`src/rtl/pipe_pkg.sv`:
```
// Shared pipeline definitions: default widths, stage indices and
// the per-stage register command encoding.
package pipe_pkg;

   localparam int          DEF_DATA_W     = 32;
   localparam logic [31:0] DEF_BUBBLE_VAL = '0;

   localparam int STG_IFID  = 0;
   localparam int STG_IDEX  = 1;
   localparam int STG_EXMEM = 2;
   localparam int STG_MEMWB = 3;

   typedef enum logic [1:0] {
      CMD_LOAD,
      CMD_HOLD,
      CMD_BUBBLE,
      CMD_KILL
   } stage_cmd_e;

endpackage

```
`src/rtl/pipe_stage_cell.sv`:
```
// One pipeline boundary register (payload + valid) driven by a
// decoded command from the chain controller.
module pipe_stage_cell
   import pipe_pkg::*;
#(
   parameter int                DATA_W     = DEF_DATA_W,
   parameter logic [DATA_W-1:0] BUBBLE_VAL = '0
) (
   input  logic              clk,
   input  logic              reset,
   input  stage_cmd_e        cmd,
   input  logic [DATA_W-1:0] d_data,
   input  logic              d_valid,
   output logic [DATA_W-1:0] q_data,
   output logic              q_valid
);

   always_ff @(posedge clk) begin
      if (reset) begin
         q_data  <= BUBBLE_VAL;
         q_valid <= 1'b0;
      end else begin
         unique case (cmd)
            CMD_LOAD: begin
               q_data  <= d_data;
               q_valid <= d_valid;
            end
            CMD_HOLD: begin
               q_data  <= q_data;
               q_valid <= q_valid;
            end
            CMD_BUBBLE,
            CMD_KILL: begin
               q_data  <= BUBBLE_VAL;
               q_valid <= 1'b0;
            end
            default: begin
               q_data  <= BUBBLE_VAL;
               q_valid <= 1'b0;
            end
         endcase
      end
   end

endmodule

```
`src/rtl/pipe_stage_chain.sv`:
```
// Generic pipeline register chain with hold/kill per stage, automatic
// bubble insertion below held stages and saturating perf counters.
module pipe_stage_chain
   import pipe_pkg::*;
#(
   parameter int                NUM_STAGES = 4,
   parameter int                DATA_W     = DEF_DATA_W,
   parameter logic [DATA_W-1:0] BUBBLE_VAL = '0,
   parameter int                COUNT_W    = 16
) (
   input  logic                         clk,
   input  logic                         reset,
   input  logic [DATA_W-1:0]            in_data,
   input  logic                         in_valid,
   output logic                         in_ready,
   input  logic [NUM_STAGES-1:0]        stall,
   input  logic [NUM_STAGES-1:0]        flush,
   input  logic                         cnt_clr,
   output logic [NUM_STAGES*DATA_W-1:0] stage_data,
   output logic [NUM_STAGES-1:0]        stage_valid,
   output logic [DATA_W-1:0]            out_data,
   output logic                         out_valid,
   output logic [COUNT_W-1:0]           stall_cnt,
   output logic [COUNT_W-1:0]           bubble_cnt
);

   logic [NUM_STAGES-1:0] h;
   stage_cmd_e            cmd [NUM_STAGES];
   logic [DATA_W-1:0]     q_data [NUM_STAGES];
   logic                  bubble_ev;

   // Hold propagates from the oldest stage toward the youngest.
   always_comb begin
      h = '0;
      h[NUM_STAGES-1] = stall[NUM_STAGES-1];
      for (int i = NUM_STAGES-2; i >= 0; i--)
         h[i] = stall[i] | h[i+1];
   end

   always_comb begin
      bubble_ev = 1'b0;
      for (int i = 0; i < NUM_STAGES; i++) begin
         cmd[i] = CMD_LOAD;
         if (flush[i])
            cmd[i] = CMD_KILL;
         else if (h[i])
            cmd[i] = CMD_HOLD;
         else if (i > 0 && h[(i > 0) ? i-1 : 0]) begin
            cmd[i]    = CMD_BUBBLE;
            bubble_ev = 1'b1;
         end
      end
   end

   for (genvar g = 0; g < NUM_STAGES; g++) begin : g_stage
      logic [DATA_W-1:0] d_data;
      logic              d_valid;

      if (g == 0) begin : g_head
         assign d_data  = in_data;
         assign d_valid = in_valid;
      end else begin : g_body
         assign d_data  = q_data[g-1];
         assign d_valid = stage_valid[g-1];
      end

      pipe_stage_cell #(
         .DATA_W     (DATA_W),
         .BUBBLE_VAL (BUBBLE_VAL)
      ) u_cell (
         .clk     (clk),
         .reset   (reset),
         .cmd     (cmd[g]),
         .d_data  (d_data),
         .d_valid (d_valid),
         .q_data  (q_data[g]),
         .q_valid (stage_valid[g])
      );

      assign stage_data[g*DATA_W +: DATA_W] = q_data[g];
   end

   assign in_ready  = ~h[0];
   assign out_data  = q_data[NUM_STAGES-1];
   assign out_valid = stage_valid[NUM_STAGES-1];

   always_ff @(posedge clk) begin
      if (reset || cnt_clr) begin
         stall_cnt  <= '0;
         bubble_cnt <= '0;
      end else begin
         if (h[0] && stall_cnt != '1)
            stall_cnt <= stall_cnt + 1'b1;
         if (bubble_ev && bubble_cnt != '1)
            bubble_cnt <= bubble_cnt + 1'b1;
      end
   end

endmodule

```
`config.mk`:
```
export PLATFORM = sky130hd
export DESIGN_NAME = pipe_stage_chain
export DESIGN_NICKNAME = d
export VERILOG_FILES = /design/src/rtl/pipe_pkg.sv /design/src/rtl/pipe_stage_cell.sv /design/src/rtl/pipe_stage_chain.sv
export SDC_FILE = /design/constraint.sdc
export NUM_CORES = 1
export LEC_CHECK = 0
export ABC_CLOCK_PERIOD_IN_PS = 2550
export CAP_MARGIN = 20
export CELL_PAD_IN_SITES_DETAIL_PLACEMENT = 1
export CELL_PAD_IN_SITES_GLOBAL_PLACEMENT = 2
export CORE_AREA = 2 2 162 164
export CTS_CLUSTER_SIZE = 28
export DETAILED_ROUTE_END_ITERATION = 7
export DIE_AREA = 0 0 164 166
export PLACE_DENSITY = 0.82
export SLEW_MARGIN = 25
export SYNTH_ARGS = -nofsm -noshare
export SYNTH_HDL_FRONTEND = slang
export SYNTH_SLANG_ARGS = --single-unit
```
`constraint.sdc`:
```
create_clock -name clk -period 2.55 [get_ports clk]
set_input_delay 0.51 -clock clk [delete_from_list [all_inputs] [get_ports clk]]
set_output_delay 0.51 -clock clk [all_outputs]
set_load 0.01 [all_outputs]
```
==> results by group, run 1 <==
Place
  – Dpl hpwl: 15100 µm
  – GPL Wtd Cong: 0.745
  – I/O Buffers: 241
  – Cell Area, Placed: 8860 µm²

Hold path
  – Worst Hold End: g_stage[3].u_cell.q_data[18]
  – Worst hold path class: input pin to register
  – Worst hold start: reset
  – Hold Path Depth: 2

Yosys
  – Simple-Gate Fraction of Synth Area: 18.8%
  – Synth area leader: dfxtp_1
  – Adder-cell share of the synthesized area: 0.400%
  – Syn Std Cell Area: 6260 µm²
  – Compound-cell area share of the yosys netlist: 17.1%
  – Post-Syn Nets: 743
  – Syn Inst Count: 697
  – Largest cells by area after synthesis: dfxtp_1, a22oi_1, nor2_1
  – Syn Area/Cell: 8.98 µm²
  – Post-synth top area share: 52.5%
  – Async S/R FF share, synth: 0%
  – Synth warn: 0
  – Library cells used by synthesis: 46
  – #FFs+latches synth: 164
  – Post-synthesis mux area share: 0.160%
  – Top_reg_cell synth: dfxtp_1
  – Seq/Total Area, Yosys: 52.5%
  – Post-synthesis xor/xnor area fraction: 3.22%
  – Largest family of logic cells by synthesized area: simple AND/OR/NAND/NOR gates
  – Number of flops mapped to enable cells by yosys: 0

Flow run
  – Max_cap viols: 0

Final layout
  – Synthesis-to-finish area growth: 51.3%
  – Design area: 9460 µm²
  – Antenna cells: 0
  – Layout cell share with drive strength beyond 1: 8.55%
  – Fin nets: 945

Timing
  – Part of the cycle the worst path needs: 93.3%
  – Setup_tns: 0 ns
  – Tightest Pin Transition: 1.01 ns
  – Fin Clk Skew: 0.0117 ns
  – FMAX: 420 MHz
  – Final Max Slew Viols: 0
  – Final setup vio count: 0
  – Rel. slew slack: 32.4%
  – Period minus WS final: 2.38 ns
  – Final Hold Fails: 0
  – RSZ-0062 raised after global routing: no

Worst setup path
  – Reg2Reg Depth: 6
  – Crit path launch type: input pin
  – Worst Setup End Kind: output port
  – Critical R2R Launch: bubble_cnt[0]
  – R2R Path End: bubble_cnt[6]
  – Crit-path slowest cell: or4_4
  – CP required: 2.04 ns
  – Worst-path maximum fanout: 2
  – CP peak stage delay: 0.55 ns
  – R2R Setup Slk: 0.64 ns
  – CP Data Arrival Time: 1.87 ns
  – CP Class: input pin to output port
  – CP Cell Sequence: clkdlybuf4s50_1 -> or4_4 -> clkinv_2 -> dlygate4sd2_1

Detailed routing
  – DRC Markers: 0
  – Via count: 5803
  – WL/cell: 17.8 µm
  – Vias/cell: 4.65
  – Starting DRT DRC Count: 286
  – First-pass DRT Iterations: 5
  – Post-DRT Antenna Nets: 0
  – WL final: 22100 µm

Floorplanning
  – Starting density of the core: 24.4%
  – Die Area: 27200 µm²
  – Die width: 164 µm
  – Core Area: 25600 µm²
  – Die height: 166 µm
  – # IOs: 242
  – # rows: 59

Global route
  – Initial antenna violation count: 0
  – Vias in the first global route: 5755
  – GRT Util Overall: 16.2%
  – Largest net degree at the start of global routing: 43
  – Total grt overflow: 0
  – First-pass GRT wire length: 34300 µm

Power and ir drop
  – Lkg Pwr: 3.07 nW
  – Peak VDD IR: 0.302 mV
  – Comb pwr share: 5.1%
  – Psw: 0.00140 W
  – Int Power: 0.00401 W
  – Clock share of power: 47.3%
  – Switching Share: 25.9%
  – Final total power: 0.00540 W
  – Seq pwr share: 47.6%
  – Pwr dens: 571 nW/µm²

Clock network
  – Clk buf depth: 2
  – CTS Buf Count: 17
  – Clk sink count: 164
  – Clock root buffer: clkbuf_16
  – TritonCTS clock tree: done
  – Later-pin clock latency in the skew report: 0.43 ns
  – Reg clk slew, reported paths: 0.07 ns
  – Max H-tree Level: 4

Outcome
  – Status: finished, final reports clean
==> cell usage after synthesis, drive strengths merged (2+ instances only) <==
| cell | instances |
|---|---|
| nor3 | 11 |
| a21oi | 44 |
| nand4 | 8 |
| or3 | 3 |
| dfxtp | 164 |
| or2 | 3 |
| xnor2 | 22 |
| inv | 2 |
| nor2 | 132 |
| nor3b | 3 |
| buf | 48 |
| and4 | 3 |
| nand2 | 74 |
| nor4b | 2 |
| nor4 | 10 |
| ha | 2 |
| a211oi | 3 |
| o21ai | 4 |
| nand3 | 8 |
| nor2b | 2 |
| a22oi | 99 |
| clkbuf | 35 |
==> layer usage <==
layer	track usage, %	share of wire [%]	up-vias
met5	0	0	-
met4	3.32	0.84	0
met3	4.45	5.8	12
met2	26.5	47	170
met1	21.4	46	2834
li1	-	-	2787
==> registers in the layout, indices dropped and copies added (netlist names) <==
name	flops
bubble_cnt	16
g_stage.u_cell.q_data	128
g_stage.u_cell.q_valid	4
stall_cnt	16
==> how the worst max path moves through the flow <==
| stage | startpoint | end | slack, ns | depth (start not counted) |
|---|---|---|---|---|
| 3_3_place_gp | stall[3] | in_ready | -0.09 | 4 |
| 3_5_place_dp | stall[1] | bubble_cnt[8] | -0.11 | 8 |
| 5_1_grt | stall[2] | in_ready | 0.13 | 4 |
| 6_report | stall[2] | in_ready | 0.17 | 4 |
| 4_1_cts | stall[2] | in_ready | 0.15 | 4 |
| 2_1_floorplan | stall[2] | in_ready | 0.39 | 5 |
==> kinds of logic (layout without fill, tap and decap cells) <==
kind of cell / Yosys count / count (layout)
flops: 164 / 164
compound gates: 156 / 156
simple gates: 265 / 265
fa+ha+maj: 2 / 2
mux: 1 / 1
xor+xnor: 23 / 23
buf+inv: 86 / 301
==> area by class of cell <==
cell class,count,area (µm²)
Clock inverter,14,139
Timing Repair Buffer,266,2640
Sequential cell,164,3280
Inverter,3,12.5
Tap cell,335,419
Fill cell,2939,16200
Clock buffer,18,439
Multi-Input combinational cell,447,2530
==> worst max-delay path: cells and delay by family <==
kind / cells / cell delay (ns)
buf+inv: 3 / 0.81
simple gates: 1 / 0.55
==> power by group through the flow <==
stage	clock network [W]	logic [W]	registers, W
3_5_place_dp	0	0.000274	0.00263
4_1_cts	0.00265	0.000274	0.00257
5_1_grt	0.00276	0.000298	0.00257
6_report	0.00256	0.000276	0.00257
2_1_floorplan	0	0.000110	0.00263
3_3_place_gp	0	0.000270	0.00263
==> repair_timing <==
| action | CTS | global route |
|---|---|---|
| gates resized for setup | 1 | 0 |
| hold buffers | 0 | 0 |
| setup endpoints to repair | 1 | 0 |
| buffers inserted | 0 | 0 |
==> per-stage QoR <==
step | hold slack (ns) | setup WS [ns] | instances | util [%]
floorplan | 0.450 | 0.394 | 697 | -
global placement | 0.460 | -0.0868 | 1214 | 34.6
detailed placement | 0.467 | -0.114 | 1214 | 34.6
CTS | 0.424 | 0.151 | 1246 | 36.8
global route | 0.437 | 0.128 | 1247 | 36.9
finish | 0.448 | 0.171 | 1247 | 36.9
==> cells in the final DEF (no fill, tap or decap), types with 3 or more instances in the layout <==
cell             instances
nor2_1                 129
a21oi_1                 43
nand3_1                  8
buf_4                   23
nand2_1                 73
inv_8                    5
dfxtp_1                164
clkbuf_16               17
inv_6                    3
or2_2                    3
and4_1                   3
clkdlybuf4s50_1        239
o21ai_0                  4
xnor2_1                 22
nor2_4                   3
a22oi_1                 99
clkinvlp_4               3
a211oi_1                 3
nor3_1                  10
nand4_1                  8
nor4_1                   7
No activity file was read; power rests on OpenSTA's default activity.
==> inputs of run 2 (changes only) <==
--- a/config.mk
+++ b/config.mk
@@ -14,6 +14,7 @@
 export DETAILED_ROUTE_END_ITERATION = 7
 export DIE_AREA = 0 0 164 166
 export PLACE_DENSITY = 0.82
+export SKIP_LAST_GASP = 1
 export SLEW_MARGIN = 25
 export SYNTH_ARGS = -nofsm -noshare
 export SYNTH_HDL_FRONTEND = slang
==> results of run 2 <==
Final layout, timing and power as in run 1 (identical DEF).
